===== src/rtl/demux_pkg.sv =====
// demux_pkg: shared constants, select-width helper and holding-state type for demux_deser
package demux_pkg;
  localparam int DEMUX_WIDTH_DEF = 8;
  function automatic int sel_w(input int w);
    return (w > 1) ? $clog2(w) : 1;
  endfunction
  typedef enum logic {HOLD_EMPTY, HOLD_FULL} hold_e;
endpackage


===== src/rtl/demux_deser_if.sv =====
// demux_deser_if: serial input, lane select and word valid/ready bundle for demux_deser
interface demux_deser_if #(parameter int WIDTH = demux_pkg::DEMUX_WIDTH_DEF);
  localparam int SEL_W = demux_pkg::sel_w(WIDTH);
  logic din;
  logic din_valid;
  logic sel_load;
  logic [SEL_W-1:0] sel_in;
  logic [SEL_W-1:0] sel_out;
  logic [WIDTH-1:0] lane;
  logic [WIDTH-1:0] word;
  logic word_valid;
  logic word_ready;
  logic overflow;
  logic parity_err;
  modport master(
    output din, din_valid, sel_load, sel_in, word_ready,
    input sel_out, lane, word, word_valid, overflow, parity_err
  );
  modport slave(
    input din, din_valid, sel_load, sel_in, word_ready,
    output sel_out, lane, word, word_valid, overflow, parity_err
  );
endinterface


===== src/rtl/demux_hold_reg.sv =====
// demux_hold_reg: single-entry valid/ready holding register that drops and flags words arriving while full
module demux_hold_reg
  import demux_pkg::*;
#(
  parameter int WIDTH = DEMUX_WIDTH_DEF
) (
  input  logic             clk,
  input  logic             rst_n,
  input  logic             load,
  input  logic [WIDTH-1:0] d,
  input  logic             d_par,
  input  logic             ready,
  output logic [WIDTH-1:0] q,
  output logic             q_par,
  output logic             valid,
  output logic             overflow
);
  hold_e state, state_nxt;
  logic take;
  // A completing frame may replace a word that is leaving in the same cycle
  always_comb begin
    valid = state == HOLD_FULL;
    take = load && (!valid || ready);
    state_nxt = take ? HOLD_FULL : (valid && ready) ? HOLD_EMPTY : state;
  end
  always_ff @(posedge clk) begin
    if (!rst_n) begin
      state <= HOLD_EMPTY;
      q <= '0;
      q_par <= 1'b0;
      overflow <= 1'b0;
    end else begin
      state <= state_nxt;
      if (take) begin
        q <= d;
        q_par <= d_par;
      end
      if (load && !take) overflow <= 1'b1;
    end
  end
endmodule


===== src/rtl/demux_deser.sv =====
// demux_deser: 1:WIDTH serial demux/deserializer with auto-incrementing lane select and held word output
// Optional DEMUX_DESER_PARITY_EN: frame carries a trailing even-parity bit checked into parity_err.
module demux_deser
  import demux_pkg::*;
#(
  parameter int WIDTH = DEMUX_WIDTH_DEF
) (
  input logic        clk,
  input logic        rst_n,
  demux_deser_if.slave bus
);
  localparam int SEL_W = sel_w(WIDTH);
  localparam int CNT_W = SEL_W + 1;
`ifdef DEMUX_DESER_PARITY_EN
  localparam int FRAME = WIDTH + 1;
`else
  localparam int FRAME = WIDTH;
`endif
  logic [SEL_W-1:0] sel;
  logic [CNT_W-1:0] cnt;
  logic [WIDTH-1:0] asm_r, asm_nxt, onehot;
  logic accept, last, data_bit, done, par_in;
  // The parity bit (when present) leaves sel and the assembly untouched
  always_comb begin
    onehot = WIDTH'(1) << sel;
    accept = bus.din_valid && !bus.sel_load;
    last = cnt == CNT_W'(FRAME - 1);
    data_bit = cnt < CNT_W'(WIDTH);
    asm_nxt = data_bit ? (bus.din ? (asm_r | onehot) : (asm_r & ~onehot)) : asm_r;
    done = accept && last;
`ifdef DEMUX_DESER_PARITY_EN
    par_in = ^asm_r ^ bus.din;
`else
    par_in = 1'b0;
`endif
    bus.lane = (bus.din_valid && bus.din) ? onehot : '0;
    bus.sel_out = sel;
  end
  always_ff @(posedge clk) begin
    if (!rst_n) begin
      sel <= '0;
      cnt <= '0;
      asm_r <= '0;
    end else if (bus.sel_load) begin
      sel <= bus.sel_in;
      cnt <= '0;
      asm_r <= '0;
    end else if (accept) begin
      sel <= data_bit ? sel + 1'b1 : sel;
      cnt <= last ? '0 : cnt + 1'b1;
      asm_r <= last ? '0 : asm_nxt;
    end
  end
  demux_hold_reg #(.WIDTH(WIDTH)) u_hold (
    .clk(clk),
    .rst_n(rst_n),
    .load(done),
    .d(asm_nxt),
    .d_par(par_in),
    .ready(bus.word_ready),
    .q(bus.word),
    .q_par(bus.parity_err),
    .valid(bus.word_valid),
    .overflow(bus.overflow)
  );
endmodule


===== src/flat_wrapper.sv =====
// flat-port wrapper written by rule: the top's interface ports become plain ports
module demux_deser_flat import demux_pkg::*;
#(
  parameter int WIDTH = DEMUX_WIDTH_DEF
)
  (clk, rst_n, bus_din, bus_din_valid, bus_sel_load, bus_sel_in, bus_word_ready, bus_sel_out, bus_lane, bus_word, bus_word_valid, bus_overflow, bus_parity_err);
  demux_deser_if #(.WIDTH(WIDTH)) bus_i ();
  input logic clk;
  input logic rst_n;
  input wire logic [$bits(bus_i.din)-1:0] bus_din;
  input wire logic [$bits(bus_i.din_valid)-1:0] bus_din_valid;
  input wire logic [$bits(bus_i.sel_load)-1:0] bus_sel_load;
  input wire logic [$bits(bus_i.sel_in)-1:0] bus_sel_in;
  input wire logic [$bits(bus_i.word_ready)-1:0] bus_word_ready;
  output wire logic [$bits(bus_i.sel_out)-1:0] bus_sel_out;
  output wire logic [$bits(bus_i.lane)-1:0] bus_lane;
  output wire logic [$bits(bus_i.word)-1:0] bus_word;
  output wire logic [$bits(bus_i.word_valid)-1:0] bus_word_valid;
  output wire logic [$bits(bus_i.overflow)-1:0] bus_overflow;
  output wire logic [$bits(bus_i.parity_err)-1:0] bus_parity_err;
  assign bus_i.din = bus_din;
  assign bus_i.din_valid = bus_din_valid;
  assign bus_i.sel_load = bus_sel_load;
  assign bus_i.sel_in = bus_sel_in;
  assign bus_i.word_ready = bus_word_ready;
  assign bus_sel_out = bus_i.sel_out;
  assign bus_lane = bus_i.lane;
  assign bus_word = bus_i.word;
  assign bus_word_valid = bus_i.word_valid;
  assign bus_overflow = bus_i.overflow;
  assign bus_parity_err = bus_i.parity_err;
  demux_deser #(.WIDTH(WIDTH)) u_core (.clk(clk), .rst_n(rst_n), .bus(bus_i));
endmodule

===== config.mk =====
export PLATFORM = sky130hd
export DESIGN_NAME = demux_deser_flat
export DESIGN_NICKNAME = d
export VERILOG_FILES = /design/src/rtl/demux_pkg.sv /design/src/rtl/demux_deser_if.sv /design/src/rtl/demux_hold_reg.sv /design/src/rtl/demux_deser.sv /design/src/flat_wrapper.sv
export SDC_FILE = /design/constraint.sdc
export NUM_CORES = 1
export LEC_CHECK = 0
export ABC_CLOCK_PERIOD_IN_PS = 3500
export CORE_ASPECT_RATIO = 1.75
export CORE_UTILIZATION = 39
export DETAILED_ROUTE_END_ITERATION = 8
export PLACE_DENSITY = 0.74
export SYNTH_ARGS = -nofsm -noshare
export SYNTH_HDL_FRONTEND = slang
export SYNTH_SLANG_ARGS = --single-unit

===== constraint.sdc =====
create_clock -name clk -period 3.5 [get_ports clk]
set_input_delay 0.7 -clock clk [delete_from_list [all_inputs] [get_ports clk]]
set_output_delay 0.7 -clock clk [all_outputs]
set_load 0.005 [all_outputs]

# Word-level counts from Yosys, hierarchy flattened
# Index checks and enable logic that the tools add are counted.
# W data, S select, Z words.
classes:
  addsub: 2
  n_lt_le_gt_ge: 1
  eq_ne: 1
  n_shift: 1
  mux: 10
  bitwise: 4
  n_reduce_logical: 15
op_table:
  columns: ["op", "n"]
  rows:
  - ["$mux W8", 4]
  - ["$mux W3", 3]
  - ["$and A8 B8 Y8", 1]
  - ["$not A8 Y8", 1]
  - ["$or A8 B8 Y8", 1]
  - ["$shl A1 B3 Y8 const A", 1]
  - ["$logic_and A1 B1 Y1", 6]
  - ["$reduce_bool A2 Y1", 3]
  - ["$add A4 B1 Y4 const B", 1]
  - ["$eq A4 B3 Y1 const B", 1]
  - ["$lt A4 B4 Y1 const B", 1]
  - ["$mux W4", 1]
  - ["$add A3 B1 Y3 const B", 1]
  - ["$logic_not A1 Y1", 3]
  - ["$mux W1", 2]
  - ["$reduce_and A2 Y1", 1]
  - ["$reduce_or A2 Y1", 1]
  - ["$logic_or A1 B1 Y1", 1]
  - ["$not A1 Y1", 1]
word_totals:
  ff_bits: 25
  inputBits: 9
  out_inout_bits: 22
  word_cells: 40

# Depth between registers and ports, before layout
depth:
  word_depth: 6
  ltp_mapped: 7
  depth_no_buf: 6

# Cells and area by module
# A second synthesis with hierarchy kept.
hier_totals:
  hier_cells: 172
  hier_area_um2: 1411.4
modules_own_cells:
  columns: ["module", "n_inst", "cells_per_inst", "area_each_um2", "seq_area_each_um2"]
  rows:
  - ["demux_deser", 1, 126, 972.2, 300.3]
  - ["demux_hold_reg", 1, 46, 439.2, 220.2]

# Worst setup path before layout
# OpenSTA, ideal clock, no wires.
synth_path:
  kind: "in2out"
  start: "input port bus_din_valid"
  end: "output port bus_lane[0]"
  arrival_time_ps: 1219
  required_time_ps: 2800
  slack_ps: 1581
  cell_stages: 3
  path_buffers: 1
  path_cell_list: "buf_2 and2_1 and3_1"
synth_between:
  elab_chain_cells: 2
synth_rtl:
  columns: ["element", "line", "text"]
  rows:
  - ["from (decl)", "flat_wrapper.sv:11", "input wire logic [$bits(bus_i.din_valid)-1:0] bus_din_valid;"]
  - ["$logic_and A1 B1 Y1", "demux_deser.sv:36", "bus.lane = (bus.din_valid && bus.din) ? onehot : '0;"]
  - ["$mux W8", "demux_deser.sv:36", null]
  - ["to (decl)", "flat_wrapper.sv:16", "output wire logic [$bits(bus_i.lane)-1:0] bus_lane;"]
# No other way between the ends.

# Worst setup path after layout
layout_path:
  start: "input port bus_din"
  end: "output port bus_lane[6]"
layout_between:
  elab_chain_cells: 2
layout_rtl:
  columns: ["element", "line", "text"]
  rows:
  - ["from (decl)", "flat_wrapper.sv:10", "input wire logic [$bits(bus_i.din)-1:0] bus_din;"]
  - ["$logic_and A1 B1 Y1", "demux_deser.sv:36", null]
  - ["$mux W8", "demux_deser.sv:36", null]
# No other way between the ends.

==> flow_metrics.tcl <==
set metrics [dict create \
    setup_viol 0 \
    synth_seq_cells 25 \
    p_leak_nw 0.723 \
    worstMarginPinSlew_ns 0.691 \
    synth_area_mm2 0.00127 \
    cts_tree "done" \
    path_delay_family "buffers and inverters" \
    grt_pass1_wl_um 4200 \
    p_seq_share_pct 56.1 \
    overflow 0 \
    drt_first_pass_iters 4 \
    areaGrowthSynthToFinish_pct 25.6 \
    cts_num_sinks 25 \
    drtIter0Drc 28 \
    nets 180 \
    status "finished clean" \
    slew_headroom_pct 53.6 \
    critPathSlowestCell "clkdlybuf4s50_1" \
    cp-start-kind "input pin" \
    r2r_cells 5 \
    wl_um 2500 \
    antenna_found_initial 0 \
    power_density_mw_per_mm2 327 \
    grt_pass1_vias 994 \
    multi_input_area_um2 688 \
    cts_made_buffers 3 \
    synth_area_leader_cell "dfxtp_1" \
    path_cells "clkdlybuf4s50_1 > and2_1 > and3_1 > clkdlybuf4s50_1" \
    sw_frac_of_total_pct 23.4 \
    synthFlopType "dfxtp_1" \
    dp_hpwl_um 1980 \
    fin_setup_tns_ns 0 \
    postRouteAntennaNets 0 \
    hold_viol 0 \
    ctsHoldBuffers 0 \
    synth_cells 138 \
    clock_latency_ns 0.27 \
    hold_depth 2 \
    finalCriticalPeriod_ns 2.98 \
    ir_drop_v 0.000274 \
    syn_area_per_cell_um2 9.24 \
    cts_buffer_depth 2 \
    via_count 1007 \
    grt_max_degree 17 \
    synth-edff-count 0 \
    drive_gt1_share_pct 7.36 \
    synth.distinct_cells 36 \
    power_mw 0.524 \
    worstPathArrival_ns 2.28 \
    worstPathRequired_ns 2.80 \
    fin_skew_ns 0.00349 \
    die_y_um 77.6 \
    r2r_end "u_core.u_hold.q[1]" \
    start_util_pct 40.6 \
    cpMostUsedCell "clkdlybuf4s50_1" \
    clkTransAtPathRegs_ns 0.08 \
    end_kind "output port" \
    pwr-share-clk_pct 32.1 \
    port_buffers 29 \
    p_int_mw 0.401 \
    crit_path_max_incr_delay_ns 0.66 \
    worstHoldPathType "flop to flop" \
    die_width_um 45.2 \
    post-route-period-util_pct 85.2 \
    slew_viol_final 0 \
    fp.coreArea_mm2 0.00314 \
    dieArea_mm2 0.00351 \
    postCtsSetupBuffers 0 \
    row_count 27 \
    rsz0062_at_grt "false" \
    p_sw_mw 0.123 \
    drcViolationCount 0 \
    cts_resized 0 \
    yosysMostFrequentCell "dfxtp_1" \
    diodes 0 \
    seq_area_um2 500 \
    yosys_warnings 0 \
    synth_top_area_share_pct 39.3 \
    worst-path-max-fanout 11 \
    h-tree-depth 1 \
    viasPerCell 4.89 \
    synth_nets 154 \
    fmax_ghz 0.335 \
    maxCapViolCount 0 \
    pwr-share-comb_pct 11.9 \
    clockRootBuffer "clkbuf_8" \
    synthTopCellsByCount "dfxtp_1, nand2_1, o21ai_0" \
    synthTopCellsByArea "dfxtp_1, mux2i_1, ha_1, o21ai_0, nand2_1" \
    min_to "u_core.asm_r[5]" \
    reg2reg_from "u_core.cnt[0]" \
    crit_buf_inv 2 \
    final.fill_count 290 \
    crit_type "input pin to output port" \
    timing.reg2reg.setup_slack_ns 1.72 \
    async_flop_share_pct 0 \
    fin_ws_ns 0.519 \
    grtUsageTotal_pct 15.7 \
    gp_congestion 0.782 \
    dp_slack_ns 0.521 \
    wl_per_cell_um 12.1 \
    synth-seq-area-share_pct 39.3 \
    io_pins 31 \
    holdCritStartpoint "u_core.asm_r[5]" \
]
[kinds of logic (layout without fill, tap and decap cells)]
| family | Yosys count | in the layout | share of synthesized area (%) |
|---|---|---|---|
| compound gates | 28 | 28 | 13.1 |
| xor+xnor | 3 | 3 | 2.06 |
| fa+ha+maj | 7 | 7 | 6.87 |
| buf+inv | 13 | 38 | 6.77 |
| flops | 25 | 25 | 39.3 |
| mux | 11 | 11 | 8.73 |
| other cells | 1 | 1 | 0.294 |
| simple gates | 50 | 50 | 23.0 |
[per-stage QoR]
stage	hold slack, ns	utilization [%]	std cells	cell area (µm²)
after global placement	0.434	49.5	202	1560
after detailed placement	0.446	49.5	202	1560
final	0.470	51.0	206	1600
after global routing	0.484	51.0	206	1600
after floorplan	0.425	-	138	1270
after CTS	0.466	51.0	206	1600
[worst register-to-register path, delay by kind of cell (launching register included)]
kind	cells	cell delay, ns
compound gates	2	0.39
flops	1	0.37
simple gates	2	0.71
fa+ha+maj	1	0.23
[worst max path at each step]
| stage | start | endpoint | slack, ns | cells after the start |
|---|---|---|---|---|
| 6_report | bus_din | bus_lane[6] | 0.52 | 4 |
| 5_1_grt | bus_din | bus_lane[6] | 0.43 | 4 |
| 4_1_cts | bus_din | bus_lane[6] | 0.52 | 4 |
| 3_5_place_dp | bus_din | bus_lane[6] | 0.52 | 4 |
| 3_3_place_gp | bus_din | bus_lane[4] | 0.57 | 4 |
| 2_1_floorplan | bus_din_valid | bus_lane[0] | 1.58 | 3 |
[flip-flops by register name (all words and copies together), names as in the netlist]
| name | flops |
|---|---|
| u_core.asm_r | 8 |
| u_core.bus.sel_out | 3 |
| u_core.cnt | 4 |
| u_core.u_hold.overflow | 1 |
| u_core.u_hold.q | 8 |
| u_core.u_hold.valid | 1 |
[placed cells by master, fill, tap and decap left out, types with 2 or more instances in the layout]
master,netlist,routed
dfxtp_1,25,25
xor2_1,2,2
o21ai_0,14,14
mux2i_1,10,10
and2_1,3,3
inv_1,4,4
nand2_1,16,16
nand3b_1,3,3
a21oi_1,7,7
nor2_1,8,8
a2bb2oi_1,2,2
ha_1,7,7
and3_1,8,8
o211a_1,2,2
and2b_2,2,2
nor3_1,2,2
clkbuf_8,0,3
clkdlybuf4s50_1,0,29
[per-layer routing]
| layer | part of all wire (%) | up-vias | track usage, % |
|---|---|---|---|
| met3 | 2.8 | 6 | 0.698 |
| met4 | 2.0 | 0 | 7.88 |
| met1 | 42 | 454 | 17.4 |
| li1 | - | 519 | - |
| met2 | 54 | 28 | 28.3 |
| met5 | 0 | - | 0 |
[area by class of cell]
class,instances,share of cell area (%)
clock inverters,1,0.312
clock buffers,3,2.58
inverters,4,0.937
multi-input cells,100,43.0
flip-flops and latches,25,31.2
well taps,43,3.36
repair buffers,30,18.6
[power by group through the flow]
stage	Sequential, mW	Combinational, mW	Clock [mW]
floorplan	0.299	0.0413	0
CTS	0.294	0.0629	0.169
detailed placement	0.300	0.0626	0
global placement	0.300	0.0612	0
finish	0.294	0.0622	0.168
global route	0.295	0.0702	0.184
Note: power is estimated with default switching activity, not from simulation.
